**src/rtl/word_scrambler.sv**
```systemverilog
// Word scrambler: picks a ROM word with a free-running LFSR, presents a non-identity
// permutation to the swap stage and grades the returned guess. Optional: WORD_SCRAMBLER_SCORE_EN.
module word_scrambler #(
    parameter logic [7:0] LFSR_SEED = 8'hA5,
    parameter int         CHAR_W    = 8
) (
    input  logic              clk,
    input  logic              reset,
    input  logic              new_word,
    input  logic              sw_done,
    input  logic [CHAR_W-1:0] guess_char0,
    input  logic [CHAR_W-1:0] guess_char1,
    input  logic [CHAR_W-1:0] guess_char2,
    output logic [CHAR_W-1:0] scr_char0,
    output logic [CHAR_W-1:0] scr_char1,
    output logic [CHAR_W-1:0] scr_char2,
    output logic              load,
    output logic [2:0]        word_idx,
    output logic              busy,
    output logic              match,
`ifdef WORD_SCRAMBLER_SCORE_EN
    output logic [3:0]        score,
`endif
    output logic              mismatch
);

    localparam logic [7:0] SEED = (LFSR_SEED == 8'h00) ? 8'h01 : LFSR_SEED;

    typedef enum logic [2:0] {IDLE, PICK, SCRAMBLE, PRESENT, CHECK, RESULT} state_t;

    state_t      state, state_nxt;
    logic [7:0]  lfsr;
    logic        sw_q;
    logic        sw_rise;
    logic [23:0] rom_w;
    logic [2:0]  sel;
    logic [CHAR_W-1:0] w0, w1, w2, p0, p1, p2;
    logic        guess_ok;

    function automatic logic [23:0] rom(input logic [2:0] i);
        case (i)
            3'd0:    rom = "CAT";
            3'd1:    rom = "DOG";
            3'd2:    rom = "SUN";
            3'd3:    rom = "BED";
            3'd4:    rom = "HAT";
            3'd5:    rom = "PEN";
            3'd6:    rom = "BUS";
            default: rom = "CUP";
        endcase
    endfunction

    assign rom_w    = rom(word_idx);
    assign w0       = CHAR_W'(rom_w[23:16]);
    assign w1       = CHAR_W'(rom_w[15:8]);
    assign w2       = CHAR_W'(rom_w[7:0]);
    assign sw_rise  = sw_done & ~sw_q;
    assign busy     = (state == PICK) || (state == SCRAMBLE);
    assign guess_ok = (guess_char0 == w0) && (guess_char1 == w1) && (guess_char2 == w2);

    // Selector codes 0, 6 and 7 fold onto real permutations so identity never appears.
    always_comb begin
        sel = lfsr[5:3];
        case (lfsr[5:3])
            3'd0:    sel = 3'd1;
            3'd6:    sel = 3'd2;
            3'd7:    sel = 3'd3;
            default: sel = lfsr[5:3];
        endcase
        p0 = w1; p1 = w0; p2 = w2;
        case (sel)
            3'd2:    begin p0 = w0; p1 = w2; p2 = w1; end
            3'd3:    begin p0 = w2; p1 = w1; p2 = w0; end
            3'd4:    begin p0 = w1; p1 = w2; p2 = w0; end
            3'd5:    begin p0 = w2; p1 = w0; p2 = w1; end
            default: begin p0 = w1; p1 = w0; p2 = w2; end
        endcase
    end

    always_comb begin
        state_nxt = state;
        case (state)
            IDLE:     if (new_word) state_nxt = PICK;
            PICK:     state_nxt = SCRAMBLE;
            SCRAMBLE: state_nxt = PRESENT;
            PRESENT: begin
                if (new_word)     state_nxt = PICK;
                else if (sw_rise) state_nxt = CHECK;
            end
            CHECK:    state_nxt = RESULT;
            RESULT:   if (new_word) state_nxt = PICK;
            default:  state_nxt = IDLE;
        endcase
    end

    always_ff @(posedge clk or negedge reset) begin
        if (!reset) begin
            state <= IDLE;
            lfsr  <= SEED;
            sw_q  <= 1'b0;
        end else begin
            state <= state_nxt;
            lfsr  <= {lfsr[6:0], lfsr[7] ^ lfsr[5] ^ lfsr[4] ^ lfsr[3]};
            sw_q  <= sw_done;
        end
    end

    always_ff @(posedge clk or negedge reset) begin
        if (!reset) begin
            word_idx  <= 3'd0;
            scr_char0 <= '0;
            scr_char1 <= '0;
            scr_char2 <= '0;
            load      <= 1'b0;
            match     <= 1'b0;
            mismatch  <= 1'b0;
        end else begin
            load <= (state == SCRAMBLE);
            if (state == PICK) word_idx <= lfsr[2:0];
            if (state == SCRAMBLE) begin
                scr_char0 <= p0;
                scr_char1 <= p1;
                scr_char2 <= p2;
            end
            if (state == CHECK) begin
                match    <= guess_ok;
                mismatch <= ~guess_ok;
            end
            if (state == RESULT && new_word) begin
                match    <= 1'b0;
                mismatch <= 1'b0;
            end
        end
    end

`ifdef WORD_SCRAMBLER_SCORE_EN
    always_ff @(posedge clk or negedge reset) begin
        if (!reset)
            score <= 4'd0;
        else if (state == CHECK && guess_ok && score != 4'hF)
            score <= score + 4'd1;
    end
`endif

endmodule
```
**config.mk**
```make
export PLATFORM = sky130hd
export DESIGN_NAME = word_scrambler
export DESIGN_NICKNAME = d
export VERILOG_FILES = /design/src/rtl/word_scrambler.sv
export SDC_FILE = /design/constraint.sdc
export NUM_CORES = 1
export LEC_CHECK = 0
export BUFFER_PORTS_ARGS = -buffer_cell sky130_fd_sc_hd__buf_2
export CORE_MARGIN = 2
export CORE_UTILIZATION = 30
export CTS_BUF_LIST = sky130_fd_sc_hd__clkbuf_8
export DETAILED_ROUTE_END_ITERATION = 8
export GPL_TIMING_DRIVEN = 0
export PLACE_DENSITY_LB_ADDON = 0.3
export SYNTH_ARGS = -nofsm -noshare
export SYNTH_HDL_FRONTEND = slang
export SYNTH_SLANG_ARGS = --single-unit
```
**constraint.sdc**
```tcl
create_clock -name clk -period 3.2 [get_ports clk]
set_clock_uncertainty 0.05 [all_clocks]
set_input_delay 0.48 -clock clk [delete_from_list [all_inputs] [get_ports clk]]
set_output_delay 0.48 -clock clk [all_outputs]
set_load 0.05 [all_outputs]
```
Word-level counts from Yosys, hierarchy flattened:

Index checks and enable logic that the tools add are counted.

* output and inout bits: 31
* word-level logic and storage cells: 65
* bits of input ports: 28
* register bits after elaboration: 42

* multiplexer cells: 13
* reduce and logical (&&, ||, !) cells: 14
* eq/ne operators: 22
* bitwise logic cells: 6

Operators with widths (number)
* $pmux W21 S7: 1
* $pmux W8 S2: 3
* $eq A3 B3 Y1 const B: 9
* $eq A8 B8 Y1: 3
* $eq A3 B2 Y1 const B: 6
* $pmux W3 S5: 1
* $reduce_or A2 Y1: 5
* $logic_not A3 Y1: 3
* $mux W3: 3
* $pmux W3 S3: 1
* $eq A3 B1 Y1 const B: 2
* $mux W1: 4
* $logic_and A1 B1 Y1: 3
* $ne A3 B3 Y1 const B: 1
* $xor A1 B1 Y1: 3
* $ne A2 B1 Y1 const B: 1
* $not A1 Y1: 2
* $reduce_and A2 Y1: 1
* $reduce_bool A2 Y1: 1
* $and A1 B1 Y1: 1
* $logic_or A1 B1 Y1: 1

Logic depth before layout (Yosys ltp):

Gate-level depths: netlist of the first run.

* word-level depth: 8
* mapped depth: 8
* gate-level depth less buffers: 7

Worst setup path after synthesis of the first run:

Ideal clock, no wire load.

* path kind: reg2reg
* from: reg word_idx[1]
* to: reg mismatch
* path buffers: 1
* library setup time: 0.122 ns
* arrival: 2.442 ns
* period minus slack after synthesis: 2.614 ns
* stages on the path, launching flop included: 9
* path slack: 0.586 ns
* data required time: 3.028 ns
* cells stage by stage: dfrtp_1 -> inv_1 -> ha_1 -> clkbuf_1 -> or4_1 -> o22a_1 -> a32oi_1 -> nand4_1 -> a32o_1

* cells in the longest elaborated chain, start to end: 8
* elaborated cells between the ends (all ways): 16

Ends and longest elaborated chain
* from (decl): RTL line 18 `output logic [2:0] word_idx,`
* from (signal assigned): RTL line 119 `if (state == PICK) word_idx <= lfsr[2:0];`
* $eq A3 B3 Y1 (tied with other cells): RTL line 41 `case (i)`
* $pmux W21 S7 *: RTL line 41
* $eq A8 B8 Y1: RTL line 59 `assign guess_ok = (guess_char0 == w0) && (guess_char1 == w1) && (guess_char2 == w2);`
* $logic_and A1 B1 Y1: RTL line 59
* $logic_and A1 B1 Y1 *: RTL line 59
* $not A1 Y1 *: RTL line 127 `mismatch <= ~guess_ok;`
* $mux W1 *: RTL line 125 `if (state == CHECK) begin`
* $mux W1 *: RTL line 129 `if (state == RESULT && new_word) begin`
* to (signal assigned): RTL line 127
* to (decl): RTL line 24 `output logic mismatch`

Every way passes the cells marked *; elsewhere a longest branch is shown, timed or not. The select of a mux whose other input is x is not followed.
A chain may end at the register's enable or synchronous reset.

Final worst setup path of the first run:

* from: reg word_idx[0]
* to: reg mismatch

The elaborated chain is that of the path after synthesis.

==> impl_metrics.ini, run 1 <==
[status]
status = complete, no violations

[die]
fp.dieArea_um2 = 7970
core_um2 = 7140
start_util_pct = 30.6
ioPinCount = 59
die_h_um = 89.3
rows = 31
die_x_um = 89.3

[cts]
cts_inserted_buffers = 5
cts_setup_buffers = 0
cts_tree = done
clk_latency_ns = 0.29
cts_buffer_depth = 2
ctsHoldBuffers = 0
root_buffer = clkbuf_8
cts-resized-gates = 0
cts_sinks = 34
path_clk_slew_ns = 0.07
cts.htree.levels = 2

[worst_setup_path]
reg2reg_slack_ns = 0.58
path_max_fanout = 10
rr_startpoint = word_idx[0]
arrival_ns = 2.75
critPathKind = reg -> reg
r2r_end = mismatch
r2r_cells = 8
critPathLaunchType = register
cp_data_required_time_ns = 3.33
end_kind = register

[pwr]
p_leak_uw = 0.00122
power.total_uw = 1380
peakVddDrop_mv = 0.434
powerDensity_nw_per_um2 = 517

[sta]
period_share_pct = 82.0
finalHoldViolations = 0
hold_ws_ns = 0.217
final_max_slew_viol_count = 0
max_slew_margin_pct = 48.0
finalSetupViolCount = 0
rsz0062_at_grt = no
tightest_slew_ns = 0.780
fin_setup_tns_ns = 0
layout_setup_ws_ns = 0.576
fin_crit_ns = 2.62
fmax_mhz = 381

[placed_design]
place_ws_ns = 0.591
gp_congestion = 0.925
port_buffers = 52
dpl.hpwl_mm = 4.24

[routing]
first_pass_iters = 4
viasPerCell = 4.87
drt_iter0_drc = 127
wirelength_mm = 5.66
antenna_left = 0
routedWlPerCell_um = 13.8
vias = 1995
drc = 0

[global_route]
grt_max_degree = 35
grt_pass1_wl_mm = 9.23
grt_pass1_vias = 1856
grt.overflow.total = 0
antenna_found_initial = 0
grtUsageTotal_pct = 15.1

[logic_synthesis]
ys_warn_count = 0
async_flop_share_pct = 100
yosys.area.top_type_share_pct = 34.4
synth_top_cells_by_count = nand2_1, dfrtp_1, o21ai_0
yosysUniqueCellTypes = 57
synth.most_common_cell = nand2_1
ys_ff_latch = 34
synth_area_leader_cell = dfrtp_1
synth_seq_area_share_pct = 39.2
synth_area_leaders = dfrtp_1, nand2_1, dfstp_2
synth_edf_count = 0
synth_ff_type = dfrtp_1
avgSynthCellArea_um2 = 8.87
synth_area_um2 = 2180
syn-instance-count = 246

[layout]
n_fill_cell = 787
layout-drive-gt1-share_pct = 27.0
area_growth_pct = 22.7
antenna_cells = 0
final_net_count = 343
finish.utilization_pct = 37.5

[min_path]
hold_class = in -> async

[run]
maxCapViolations = 0
-- layer usage --
layer  GRT usage, %  share of wire [%]  vias to the layer above
li1               -                  -                     1004
met4           4.75                1.0                        0
met3           3.32                5.0                        8
met2           24.1                 46                       41
met5              0                  0                        -
met1           20.4                 48                      942
-- worst max-delay path by stage --
stage | start | end | slack, ns | cells past startpoint
3_5_place_dp | word_idx[0] | mismatch | 0.59 | 8
2_1_floorplan | word_idx[1] | mismatch | 0.59 | 8
4_1_cts | word_idx[0] | mismatch | 0.57 | 8
6_report | word_idx[0] | mismatch | 0.58 | 8
3_3_place_gp | word_idx[0] | mismatch | 0.63 | 8
5_1_grt | word_idx[1] | scr_char2[4] | 0.41 | 8
-- sequential cells by signal (all words and copies together), names as in the netlist --
| register | count |
|---|---|
| match | 1 |
| scr_char2 | 6 |
| lfsr | 8 |
| load | 1 |
| state | 3 |
| mismatch | 1 |
| sw_q | 1 |
| word_idx | 3 |
| scr_char0 | 5 |
| scr_char1 | 5 |
-- worst max-delay path, cell delays in order, from the launching register on --
cell and delay [ns]:
dfrtp_1 0.43, inv_1 0.15, ha_1 0.21, buf_6 0.16
nor2_1 0.09, or4_1 0.49, a2111oi_2 0.38, nand4_1 0.24
a32o_1 0.32
-- kinds of logic (layout without fill, tap and decap cells) --
| kind of cell | count (synthesis) | after routing | share of synthesized area [%] |
|---|---|---|---|
| AND/OR/NAND/NOR | 88 | 88 | 20.6 |
| AO/OA/AOI/OAI | 73 | 73 | 24.3 |
| flip-flops | 34 | 34 | 39.2 |
| buffers and inverters | 33 | 93 | 7.57 |
| XOR/XNOR | 8 | 8 | 3.21 |
| adder cells (fa/ha/maj) | 5 | 5 | 2.87 |
| multiplexers | 4 | 4 | 2.01 |
| other | 1 | 6 | 0.172 |
-- cells in the final DEF (no fill, tap or decap), types with 6 or more instances in the layout --
cell and count:
clkbuf_8 6, o21ai_0 19, nand2_1 36, a21oi_1 8, nor2b_1 9, conb_1 6
buf_4 8, buf_2 55, inv_1 11, dfrtp_1 30, nor2_1 12, clkbuf_1 10
-- stage by stage --
| step | cell area, um2 | std cells |
|---|---|---|
| after floorplan | 2200 | 251 |
| after global placement | 2580 | 402 |
| after detailed placement | 2580 | 402 |
| after CTS | 2680 | 410 |
| after global routing | 2680 | 410 |
| final | 2680 | 410 |
-- area by class of cell --
class,count,area (um2),area share (%)
buffer,23,128,4.77
inverter,10,37.5,1.40
tap,99,124,4.63
timing repair buffer,52,260,9.73
sequential,34,856,32.0
clock buffer,6,82.6,3.09
clock inverter,2,8.76,0.327
multi-input combinational,184,1180,44.1
-- where the power goes --
part,switching [uW],total [uW],internal (uW)
sequential,31.4,523,492
combinational,406,535,129
clock,155,325,170
total,592,1380,791
No activity file was read; power rests on OpenSTA's default activity.
==> run 2, diff against run 1 <==
- ABC_AREA: not set -> 1
- clock period: 3.2 -> 2.3 ns (I/O delays scaled with it)
==> run 2 against run 1 <==
  * Sequential share of layout area increased by 1.6 points
  * Critical path depth decreased by 2
  * Critical path type is now reg -> out
  * Final cell count increased by 1.2%
  * Via count decreased by 5.0%
  * Highest routed layer unchanged
  * Largest power group unchanged
  * Count of clock-buffer cells in the layout decreased by 1
  * Global-route usage decreased by 0.66 points
  * Die area decreased by 6.2%
  * Power increased to 2.9 times the previous value
  * Design area decreased by 4.8%
  * Wire length decreased by 12%
  * Combinational power increased to 4.7 times the previous value
  * Setup slack got worse by 0.38 ns
==> impl_metrics.ini, run 2 <==
[pwr]
power.total_uw = 4040
power_switching_uw = 2180
p_leak_uw = 0.00131
swShare_pct = 54.0
pwr-share-comb_pct = 62.6
peakVddDrop_mv = 0.720
powerDensity_nw_per_um2 = 1590
clock_power_share_pct = 13.6
power.internal_uw = 1860
seq_power_share_pct = 23.8

[layout]
reg.largest.list = lfsr: 8 flops, scr_char2: 6 flops
largest_reg_flops = 8
layout_common_cells = nand2_1, buf_2, inv_1
n_fill_cell = 735
layout_commonest_cell = nand2_1
finalInstanceArea_um2 = 2550
antenna_cells = 0
area_growth_pct = 24.8
final_net_count = 367
layout-drive-gt1-share_pct = 27.2
regMostFlops = lfsr

[logic_synthesis]
async_flop_share_pct = 100
ys_ff_latch = 34
yosysUniqueCellTypes = 32
synth_ff_type = dfrtp_1
synth_area_leader_cell = dfrtp_1
synth_top_cells_by_count = nand2_1, inv_1, dfrtp_1, nor2_1, nand3_1
synth_edf_count = 0
synth_seq_area_share_pct = 42.0
avgSynthCellArea_um2 = 7.61
synth.most_common_cell = nand2_1
synth_area_um2 = 2040
yosys.area.top_type_share_pct = 36.8
synth_area_leaders = dfrtp_1, nand2_1, inv_1
ys_warn_count = 0
syn-instance-count = 268

[worst_setup_path]
rr_startpoint = word_idx[1]
critPathLaunchType = register
reg2reg_slack_ns = 0.25
cp_data_required_time_ns = 1.90
r2r_cells = 13
path_max_fanout = 10
r2r_end = mismatch
critPathKind = reg -> out
end_kind = output port
arrival_ns = 1.71

[cts]
cts_sinks = 34
clk_latency_ns = 0.29
cts.htree.levels = 2
path_clk_slew_ns = 0.08
cts_inserted_buffers = 5
cts_buffer_depth = 2
cts_tree = done
ctsHoldBuffers = 0
root_buffer = clkbuf_8

[global_route]
grtUsageTotal_pct = 14.4
antenna_found_initial = 0
grt_max_degree = 35
grt.overflow.total = 0
grt_pass1_vias = 1820
grt_pass1_wl_mm = 8.54

[die]
start_util_pct = 30.5
fp.dieArea_um2 = 7470
die_h_um = 86.5
core_um2 = 6680
rows = 30
die_x_um = 86.5
ioPinCount = 59

[sta]
finalSetupViolCount = 0
finalHoldViolations = 0
fin_crit_ns = 2.11
final_max_slew_viol_count = 0
fmax_mhz = 475
tightest_slew_ns = 0.748
rsz0062_at_grt = no
layout_setup_ws_ns = 0.194
fin_setup_tns_ns = 0
period_share_pct = 91.6
max_slew_margin_pct = 50.1

[routing]
drt_iter0_drc = 134
wirelength_mm = 5.01
vias = 1895
antenna_left = 0
first_pass_iters = 4
drc = 0
routedWlPerCell_um = 12.1
viasPerCell = 4.57

[run]
maxCapViolations = 0

[placed_design]
place_ws_ns = 0.240
place_area_um2 = 2420
port_buffers = 52
dpl.hpwl_mm = 3.91
gp_congestion = 0.942

[status]
status = complete, no violations

[min_path]
hold_class = in -> async
[run 2: cell type report]
class,count,area (um2),area share (%)
tap,80,100,3.93
multi-input combinational,194,1000,39.4
sequential,34,856,33.6
clock inverter,3,41.3,1.62
timing repair buffer,54,275,10.8
inverter,34,128,5.01
clock buffer,5,68.8,2.70
buffer,11,73.8,2.90
[run 2: cell families (layout without fill, tap and decap cells)]
family / Yosys count / count (layout) / share of synthesized area [%]
AOI/OAI and AO/OA: 48 / 48 / 14.8
xor gates and xnor gates: 3 / 3 / 1.29
adders and majority gates: 5 / 5 / 3.07
buffers and inverters: 45 / 107 / 9.88
DFF: 34 / 34 / 42.0
other: 1 / 6 / 0.184
and+or+nand+nor: 132 / 132 / 28.8
[run 2: timing repair]
item / in CTS / in global routing
setup buffers: 0 / 2
endpoints found under the setup margin: 0 / 2
resized for setup: 0 / 1
[run 2: metal layers]
layer | GRT usage (%) | up-vias | wire length (um)
met2 | 23.4 | 43 | 2300
met4 | 4.97 | 0 | 118
met1 | 18.9 | 863 | 2370
li1 | - | 980 | -
met5 | 0 | - | 0
met3 | 3.24 | 9 | 221
[run 2: worst max-delay path, stage by stage, from the launching register on]
cell and delay [ns]:
dfrtp_1 0.37, inv_1 0.10, nor3_4 0.25, inv_1 0.12, buf_2 0.20, nand2_1 0.10
buf_2 0.27
[run 2: per-stage QoR]
step	cells	hold WS [ns]	util (%)
5_1_grt	415	0.122	38.1
3_5_place_dp	405	0.298	36.2
6_report	415	0.0595	38.1
2_1_floorplan	273	-0.000591	-
3_3_place_gp	405	0.288	36.2
4_1_cts	413	0.0955	37.8
[run 2: how the worst max path moves through the flow]
stage | start | to | slack (ns) | cells past startpoint
after CTS | state[2] | busy | 0.03 | 5
after global placement | word_idx[0] | mismatch | 0.26 | 13
final | state[1] | busy | 0.19 | 6
after detailed placement | word_idx[1] | mismatch | 0.24 | 13
after global routing | word_idx[1] | mismatch | 0.04 | 13
after floorplan | word_idx[1] | mismatch | 0.20 | 12
[run 2: power by group through the flow]
stage | Sequential (uW) | Clock [uW] | Combinational [uW]
after floorplan | 1580 | 0 | 1310
after global placement | 966 | 0 | 2470
after detailed placement | 971 | 0 | 2500
after CTS | 962 | 562 | 2510
after global routing | 987 | 596 | 2790
final | 961 | 550 | 2520
==> run 3, diff against run 2 <==
- PLACE_DENSITY_LB_ADDON: 0.3 -> not set
==> run 3 against run 2 <==
  * Combinational power up 2%
  * Utilization down 0.056 points
  * Design area down 0.15%
  * Wire length up 1.0%
  * Maximum frequency down 0.58%
  * Flip-flop and latch count unchanged
  * Clock power down 19%
  * Final cell count up 0.48%
  * Largest power group unchanged
==> impl_metrics.ini, run 3 (synthesis gave the netlist of run 2 again) <==
[cts]
root_buffer = clkbuf_8
cts_inserted_buffers = 5
cts.htree.levels = 2
clk_latency_ns = 0.29
cts_tree = done
path_clk_slew_ns = 0.07
cts_buffer_depth = 2
cts_sinks = 34

[pwr]
swShare_pct = 54.9
seq_power_share_pct = 24.2
power.internal_uw = 1800
powerDensity_nw_per_um2 = 1570
peakVddDrop_mv = 0.540
pwr-share-comb_pct = 64.6
p_leak_uw = 0.00132
clock_power_share_pct = 11.2
power_switching_uw = 2190
power.total_uw = 3990

[worst_setup_path]
critPathCapture = busy
rr_startpoint = word_idx[1]
critPathKind = reg -> out
r2r_cells = 13
cp_data_required_time_ns = 1.90
r2r_end = mismatch
crit_start = state[1]
end_kind = output port
cp_common_cell = inv_1
crit_path_max_incr_delay_ns = 0.37
critPathLaunchType = register
path_cells = inv_1 -> nor3_4 -> inv_1 -> buf_2 -> nand2_1 -> clkbuf_4
path_max_fanout = 10
reg2reg_slack_ns = 0.31
arrival_ns = 1.72
crit_slowest_cell = dfrtp_1

[global_route]
grt_pass1_wl_mm = 8.31
grtUsageTotal_pct = 14.2
grt.overflow.total = 0
grt_pass1_vias = 1762
antenna_found_initial = 0
grt_max_degree = 35

[placed_design]
port_buffers = 52
gp_congestion = 0.900
dpl.hpwl_mm = 3.92

[die]
rows = 30
fp.dieArea_um2 = 7470
start_util_pct = 30.5
die_h_um = 86.5
die_x_um = 86.5
core_um2 = 6680
ioPinCount = 59

[sta]
fin_crit_ns = 2.12
tightest_slew_ns = 0.742
rsz0062_at_grt = no
final_max_slew_viol_count = 0
finalSetupViolCount = 0
max_slew_margin_pct = 50.5
fmax_mhz = 472
finalHoldViolations = 0
fin_setup_tns_ns = 0
period_share_pct = 92.1

[min_path]
hold_class = in -> async

[layout]
antenna_cells = 0
area_growth_pct = 24.7
reg.largest.list = lfsr: 8 flops, scr_char2: 6 flops
largest_reg_flops = 8
regMostFlops = lfsr
final_net_count = 369
layout_commonest_cell = nand2_1
layout-drive-gt1-share_pct = 27.3
layout_common_cells = nand2_1, buf_2, inv_1

[routing]
wirelength_mm = 5.06
vias = 1919
antenna_left = 0
drt_iter0_drc = 112
first_pass_iters = 4
routedWlPerCell_um = 12.1
viasPerCell = 4.60
drc = 0

[status]
status = complete, no violations

[run]
maxCapViolations = 0
==> run 3: cell type report <==
type	instances	area, um2
inverter	34	128
timing repair buffer	56	293
fill	709	4140
tap	80	100
clock inverter	2	8.76
clock buffer	6	82.6
multi-input combinational	194	1000
sequential	34	856
buffer	11	73.8
==> run 3: routing by layer <==
layer	global-route usage (%)	wire length, um
met1	19.1	2360
met2	23.1	2330
met3	2.67	320
met4	4.69	39
met5	0	0
==> run 3: power groups by stage <==
stage	Sequential, uW	Clock [uW]	Combinational, uW
2_1_floorplan	1580	0	1310
3_3_place_gp	975	0	2500
3_5_place_dp	974	0	2520
4_1_cts	969	467	2530
5_1_grt	1000	494	2820
6_report	966	446	2580
==> run 3: worst max-delay path: cells and delay by family, from the launching register on <==
kind                   cells  cell delay (ns)
buffers and inverters      4             0.69
and+or+nand+nor            2             0.36
DFF                        1             0.37
==> run 3: worst min-delay path by stage <==
stage / from / end / slack (ns)
finish: reset / mismatch / 0.06
global placement: lfsr[6] / lfsr[7] / 0.28
detailed placement: lfsr[6] / lfsr[7] / 0.29
CTS: reset / mismatch / 0.09
floorplan: reset / lfsr[1] / -0.0006
global route: sw_done / sw_q / 0.11
==> run 3: per-stage QoR <==
stage | util [%] | cell area (um2) | worst slack, ns | hold WS (ns) | std cells
6_report | 38.1 | 2540 | 0.182 | 0.0588 | 417
5_1_grt | 38.1 | 2540 | 0.0323 | 0.114 | 417
3_5_place_dp | 36.2 | 2420 | 0.262 | 0.293 | 405
2_1_floorplan | - | 2060 | 0.205 | -0.000591 | 273
3_3_place_gp | 36.2 | 2420 | 0.267 | 0.285 | 405
4_1_cts | 37.6 | 2510 | 0.0497 | 0.0852 | 413
==> run 3: timing repair <==
item,CTS,global route
setup buffers,0,4
hold buffers,0,0
gates resized for setup,0,1
setup endpoints to repair,0,1
